<file path="src/rtl/acc_bank.sv">
`default_nettype none
// ============================================================================
// Module : acc_bank
// Column-parallel accumulator bank for skewed partial sums. Each column keeps
// DEPTH entries and runs COLS-1 skew stages behind column 0.
// Rev    : 1.0
// ============================================================================
module acc_bank #(
    parameter int COLS   = 4,
    parameter int P_BW   = 16,
    parameter int ACC_BW = 32,
    parameter int DEPTH  = 8,
    parameter int SAT    = 1
) (
    input  logic                          clk,
    input  logic                          rst,
    input  logic                          in_valid,
    input  logic                          in_start,
    input  logic                          in_last,
    input  logic [COLS-1:0][P_BW-1:0]     in_data,
    output logic [COLS-1:0]               out_valid,
    output logic [COLS-1:0][ACC_BW-1:0]   out_data,
    output logic [COLS-1:0]               overflow,
    output logic                          done
);

    localparam int                c_rw       = $clog2(DEPTH);
    localparam logic [c_rw-1:0]   c_last_row = c_rw'(DEPTH - 1);
    localparam logic [ACC_BW-1:0] c_acc_max  = {1'b0, {(ACC_BW-1){1'b1}}};
    localparam logic [ACC_BW-1:0] c_acc_min  = {1'b1, {(ACC_BW-1){1'b0}}};

    logic [c_rw-1:0] r_row;
    logic            r_start;
    logic            r_last;
    logic            r_done;
    logic            w_first;

    // Per-column view of the beat that column acts on in the current cycle
    logic [COLS-1:0]           w_act;
    logic [COLS-1:0]           w_ast;
    logic [COLS-1:0]           w_als;
    logic [COLS-1:0][c_rw-1:0] w_arow;

    assign w_first = (r_row == '0);

    always_ff @(posedge clk) begin
        if (rst) begin
            r_row   <= '0;
            r_start <= 1'b0;
            r_last  <= 1'b0;
        end else if (in_valid) begin
            if (w_first) begin
                r_start <= in_start;
                r_last  <= in_last;
            end
            r_row <= (r_row == c_last_row) ? '0 : r_row + 1'b1;
        end
    end

    for (genvar c = 0; c < COLS; c++) begin : g_col
        logic signed [ACC_BW-1:0] r_mem [DEPTH];
        logic signed [ACC_BW-1:0] w_ext;
        logic signed [ACC_BW-1:0] w_cur;
        logic signed [ACC_BW-1:0] w_new;
        logic        [ACC_BW:0]   w_sum;
        logic                     w_ovf;
        logic                     r_oval;
        logic        [ACC_BW-1:0] r_odat;
        logic                     r_ovf;

        if (c == 0) begin : g_head
            // Row 0 uses the live flags; later rows use the latched ones
            assign w_act[0]  = in_valid;
            assign w_ast[0]  = w_first ? in_start : r_start;
            assign w_als[0]  = w_first ? in_last  : r_last;
            assign w_arow[0] = r_row;
        end else begin : g_skew
            logic            r_act;
            logic            r_st;
            logic            r_ls;
            logic [c_rw-1:0] r_arow;

            always_ff @(posedge clk) begin
                if (rst) begin
                    r_act  <= 1'b0;
                    r_st   <= 1'b0;
                    r_ls   <= 1'b0;
                    r_arow <= '0;
                end else begin
                    r_act  <= w_act[c-1];
                    r_st   <= w_ast[c-1];
                    r_ls   <= w_als[c-1];
                    r_arow <= w_arow[c-1];
                end
            end

            assign w_act[c]  = r_act;
            assign w_ast[c]  = r_st;
            assign w_als[c]  = r_ls;
            assign w_arow[c] = r_arow;
        end

        if (ACC_BW > P_BW) begin : g_sext
            assign w_ext = {{(ACC_BW-P_BW){in_data[c][P_BW-1]}}, in_data[c]};
        end else begin : g_noext
            assign w_ext = in_data[c];
        end

        assign w_cur = r_mem[w_arow[c]];
        // One guard bit: overflow iff the two top bits of the sum disagree
        assign w_sum = {w_cur[ACC_BW-1], w_cur} + {w_ext[ACC_BW-1], w_ext};
        assign w_ovf = w_sum[ACC_BW] ^ w_sum[ACC_BW-1];

        always_comb begin
            w_new = w_sum[ACC_BW-1:0];
            if (w_ast[c]) begin
                w_new = w_ext;
            end else if (w_ovf && (SAT != 0)) begin
                w_new = w_sum[ACC_BW] ? c_acc_min : c_acc_max;
            end
        end

        always_ff @(posedge clk) begin
            if (w_act[c] && !rst) begin
                r_mem[w_arow[c]] <= w_new;
            end
        end

        always_ff @(posedge clk) begin
            if (rst) begin
                r_oval <= 1'b0;
                r_odat <= '0;
                r_ovf  <= 1'b0;
            end else begin
                r_oval <= w_act[c] & w_als[c];
                if (w_act[c] && w_als[c]) begin
                    r_odat <= w_new;
                end
                if (w_act[c]) begin
                    r_ovf <= w_ast[c] ? 1'b0 : (r_ovf | w_ovf);
                end
            end
        end

        assign out_valid[c] = r_oval;
        assign out_data[c]  = r_odat;
        assign overflow[c]  = r_ovf;
    end

    always_ff @(posedge clk) begin
        if (rst) begin
            r_done <= 1'b0;
        end else begin
            r_done <= w_act[COLS-1] & w_als[COLS-1] & (w_arow[COLS-1] == c_last_row);
        end
    end

    assign done = r_done;

endmodule
`default_nettype wire

</file>
<file path="config.mk">
export PLATFORM = sky130hd
export DESIGN_NAME = acc_bank
export DESIGN_NICKNAME = d
export VERILOG_FILES = /design/src/rtl/acc_bank.sv
export SDC_FILE = /design/constraint.sdc
export NUM_CORES = 2
export LEC_CHECK = 0
export BUFFER_PORTS_ARGS = -buffer_cell sky130_fd_sc_hd__buf_4
export CAP_MARGIN = 20
export CORE_MARGIN = 2
export CORE_UTILIZATION = 29
export CTS_BUF_LIST = sky130_fd_sc_hd__clkbuf_2 sky130_fd_sc_hd__clkbuf_4 sky130_fd_sc_hd__clkbuf_8
export CTS_CLUSTER_DIAMETER = 80
export DETAILED_ROUTE_END_ITERATION = 8
export PLACE_DENSITY_LB_ADDON = 0.25
export SYNTH_ARGS = -nofsm -noshare
export SYNTH_HDL_FRONTEND = slang
export SYNTH_SLANG_ARGS = --single-unit
</file>
<file path="constraint.sdc">
create_clock -name clk -period 4.65 [get_ports clk]
set_input_delay 0.465 -clock clk [delete_from_list [all_inputs] [get_ports clk]]
set_output_delay 0.465 -clock clk [all_outputs]
set_load 0.05 [all_outputs]
</file>
==> implementation parameters <==
Parameter                              Value

Status
  Run status ... completed

Clocking
  Largest buffer count on any clock path ... 3
  Number of clock buffers inserted by TritonCTS ... 200
  CTS sink cnt ... 1,187
  Clock tree from TritonCTS ... done
  Skew-Pair Late Insertion Delay ... 930 ps
  Clk slew on worst S/H paths ... 70 ps
  Clock H-tree levels ... 4
  Buffer cell driving the clock tree root ... sky130_fd_sc_hd__clkbuf_8

Synth
  Dominant synthesized flop cell ... sky130_fd_sc_hd__edfxtp_1
  Post-synthesis adder-cell area fraction ... under 10%
  Seq cells post-synth ... 1,187
  Simple logic cell fraction of the synthesized area ... 7.740%
  Library cells used by synthesis ... 99
  Main combinational cell family by area after synthesis ... compound AO/OA/AOI/OAI gates
  Number of synthesized flops with an enable pin ... 1,024
  Average cell area after synthesis ... 13.46 um^2
  Gate count after technology mapping ... 3,893
  Post-synth net total ... 4,097
  Share of flip-flops with an asynchronous set or reset after synthesis ... 0%
  Share of cell area taken by muxes after synthesis ... 3.662%
  Cell area after synthesis ... 52,410 um^2
  Sequential fraction of the synthesis area ... 64.90%
  Parity-gate share of the synthesized area counting xor and xnor cells ... 1.838%
  Post-synthesis compound-gate area fraction ... 16.16%
  Warnings, synthesis ... 0

Floorplan
  Initial cell density of the core ... 29.09%
  Area of the core ... about 180,000 um^2
  Die Height ... 429.1 um
  Chip Width ... approximately 430 um
  Io pins ... 206
  Cell row count ... around 160
  Floorplan die area ... 184,100 um^2

Setup path
  Critical path endpoint category ... flop
  Data required, critical path ... 5320 ps
  Beginning of the critical path ... g_col[3].g_skew.r_arow[1]$_SDFF_PP0_
  FF-to-FF Start ... g_col[3].g_skew.r_arow[1]$_SDFF_PP0_
  Arrival time of the worst setup path ... 5200 ps
  Largest fanout of any net on the critical path ... 12
  Category of the worst setup path launch point ... flop
  Critical path destination ... g_col[3].r_mem[4][2]$_DFFE_PP_
  Cell depth of the worst flop-to-flop path ... 19
  Worst Setup Path Type ... reg -> reg
  R2R setup slack ... 120 ps
  R2r endpoint ... g_col[3].r_mem[4][2]$_DFFE_PP_

GRT
  Largest net degree at the start of global routing ... 63
  GRT Util Overall ... 17.59%
  Number of global-route vias before repair ... approximately 37,000
  Wire length of the first global-routing pass ... 244.3 mm
  Total grt overflow ... 0
  Antenna violations before repair ... 11

Detailed routing
  Remaining number of nets flagged by the antenna check after routing ... 0
  DR iter-0 viols ... about 3,000
  Total wire length ... about 170 mm
  Wirelength per Cell ... 22.96 um
  Vias post-DR ... approximately 37,000
  Number of detailed-route iterations in the first pass ... 6
  Wire length on met3 ... 6.946 mm
  Detailed-routed wire length on met2 ... 83.24 mm
  Met1 wire length ... 71.28 mm
  DRC violation count after routing ... 0
  Per-cell via count in the routed design ... 5.125
  DR top layer ... met4

Pwr
  LEAKAGE ... 23.67 nW
  Worst vdd rail ir drop ... 0.2334 mV
  Power density of the placed cells ... 429.4 nW/um^2

Layout
  Sequential cell area in the final layout ... 34,050 um^2
  Fin nets ... 4,911
  Count of non-filler cells in the finished layout ... 7,249
  Combined area of the multi-input logic cells ... 18,230 um^2
  Commonest non-fill, non-tap cells in the layout ... 1,024 x sky130_fd_sc_hd__edfxtp_1, 765 x sky130_fd_sc_hd__buf_4, 381 x sky130_fd_sc_hd__a22oi_1
  Leading cell type in the layout, fill and taps excluded ... sky130_fd_sc_hd__edfxtp_1
  Post-route standard cell area excluding fillers ... approximately 67,000 um^2
  # fillers ... 17,300
  Core occupancy in the finished layout ... 37.03%
  Layout-stage area growth over the synthesis result ... 27.29%
  Fraction of layout cells with a size suffix above 1 ... 31.23%

STA
  Max-slew violation count ... 0
  Unrepaired setup endpoints after global routing ... yes
  Minimum clock period ... 4532 ps
  Number of failing setup endpoints in the final timing report ... 0
  Rel. slew slack ... 27.11%
  Worst-margin pin slew ... 1093 ps
  Final worst path period share ... 97.45%
  Highest attainable clock frequency ... 220.7 MHz
  Worst hold-check slack ... 129.1 ps
  Number of failing hold endpoints at the final stage ... 0
  Final worst clock skew ... between 50 and 60 ps
  Total Neg Setup Slack ... 0 ps

Placement
  Final estimated routing congestion in global placement ... 0.9053
  Instance count after placement with tap cells included ... between 6,000 and 7,000
  Port-buffer cells ... a little over 200
  Detailed-placement wirelength estimate ... 113.0 mm
  Placed Area ... 60,850 um^2

Min path
  Worst Hold Class ... in -> reg

Job
  Number of max-capacitance violations reported ... 0
[synth_stat cells (all sizes together), types with 49 or more instances]
| cell type | n | area [um^2] |
|---|---|---|
| o21ai | 212 | 1091 |
| edfxtp | 1024 | 30750 |
| dfxtp | 163 | 3263 |
| nor2 | 181 | 686.9 |
| nor3 | 57 | 295.3 |
| ha | 131 | 1639 |
| a21oi | 212 | 1072 |
| a22oi | 385 | 2904 |
| a31oi | 52 | 337.8 |
| mux4 | 64 | 1441 |
| a21o | 69 | 518.0 |
| xnor2 | 63 | 551.8 |
| nand4 | 127 | 794.5 |
| clkbuf | 202 | 760.7 |
| nand2 | 229 | 869.6 |
| inv | 57 | 214.0 |
| nand3 | 49 | 250.2 |
[report_power, final]
part           switching [mW]  leakage (nW)  internal (mW)
registers              0.0881          10.5           12.6
clock network            4.24          2.18           5.25
logic                    3.89          11.0           2.62
[worst max-delay path, cell delays in order, from the launching register on]
cell and delay (ps):
sky130_fd_sc_hd__dfxtp_4 370, sky130_fd_sc_hd__buf_4 140, sky130_fd_sc_hd__nor3b_4 300, sky130_fd_sc_hd__buf_4 180, sky130_fd_sc_hd__buf_6 180, sky130_fd_sc_hd__a22oi_1 110, sky130_fd_sc_hd__nand4_1 150, sky130_fd_sc_hd__ha_4 240
sky130_fd_sc_hd__a21o_1 170, sky130_fd_sc_hd__or3_1 320, sky130_fd_sc_hd__o211ai_1 290, sky130_fd_sc_hd__o21a_1 250, sky130_fd_sc_hd__o21a_4 180, sky130_fd_sc_hd__o41a_1 270, sky130_fd_sc_hd__nand3_2 130, sky130_fd_sc_hd__buf_4 180
sky130_fd_sc_hd__and3_1 150, sky130_fd_sc_hd__a31oi_2 270, sky130_fd_sc_hd__nand3_1 180, sky130_fd_sc_hd__buf_4 200
[worst min-delay path by stage]
stage | start | endpoint | slack [ps] | cells after the start
floorplan | g_col[2].g_skew.r_ls$_SDFF_PP0_ | g_col[3].g_skew.r_ls$_SDFF_PP0_ | 440 | 2
global placement | g_col[2].r_odat[16]$_SDFFE_PP0P_ | g_col[2].r_odat[16]$_SDFFE_PP0P_ | 450 | 2
detailed placement | g_col[0].r_odat[26]$_SDFFE_PP0P_ | g_col[0].r_odat[26]$_SDFFE_PP0P_ | 450 | 2
CTS | in_data[38] | g_col[2].r_mem[3][6]$_DFFE_PP_ | 10 | 3
global route | in_data[52] | g_col[3].r_odat[4]$_SDFFE_PP0P_ | 80 | 5
finish | in_data[37] | g_col[2].r_mem[2][5]$_DFFE_PP_ | 130 | 2
[through the flow]
stage	power, mW	worst slack, ps
after CTS	28.64	2.937
final	28.65	118.5
after detailed placement	18.97	-641.4
after global placement	18.91	-672.2
after floorplan	16.06	-0.7838
after global routing	29.92	-32.21
[layout make-up]
type / count / share of cell area, %
flip-flops and latches: 1187 / 51.04
multi-input cells: 2398 / 27.32
repair buffers: 862 / 10.66
clock buffers: 288 / 5.323
well taps: 2370 / 4.445
clock inverters: 81 / 0.8646
inverters: 58 / 0.3282
diodes: 5 / 0.01876
[sequential cells by signal (all words and copies together) (netlist names), named ones only]
| name | flops |
|---|---|
| g_col.g_skew.r_arow | 9 |
| g_col.g_skew.r_st | 3 |
| done | 1 |
| g_col.g_skew.r_act | 3 |
| g_col.r_mem | 1024 |
| r_start | 1 |
| g_col.r_odat | 128 |
| r_last | 1 |
| g_col.g_skew.r_ls | 3 |
| r_row | 3 |
| g_col.r_ovf | 4 |
| g_col.r_oval | 4 |
[cells by family after synthesis]
family,after synthesis
DFF,1187
xor gates and xnor gates,110
buffers and inverters,308
and+or+nand+nor,819
muxes,107
adders and majority gates,137
AOI/OAI and AO/OA,1225
[per-layer routing]
| metal | GRT usage, % | vias up |
|---|---|---|
| met5 | 0 | - |
| met4 | 5.972 | 0 |
| met3 | 2.687 | 275 |
| met2 | 30.48 | 958 |
| met1 | 22.29 | 18790 |
| li1 | - | 17130 |
[repair_timing]
item,4_1_cts,5_1_grt
gates resized for setup,65,159
gates cloned,0,1
setup endpoints to repair,620,1046
hold buffers,44,2
buffers inserted,5,27
pin swaps,4,35
hold endpoints to repair,231,10
No activity file was read; power rests on OpenSTA's default activity.
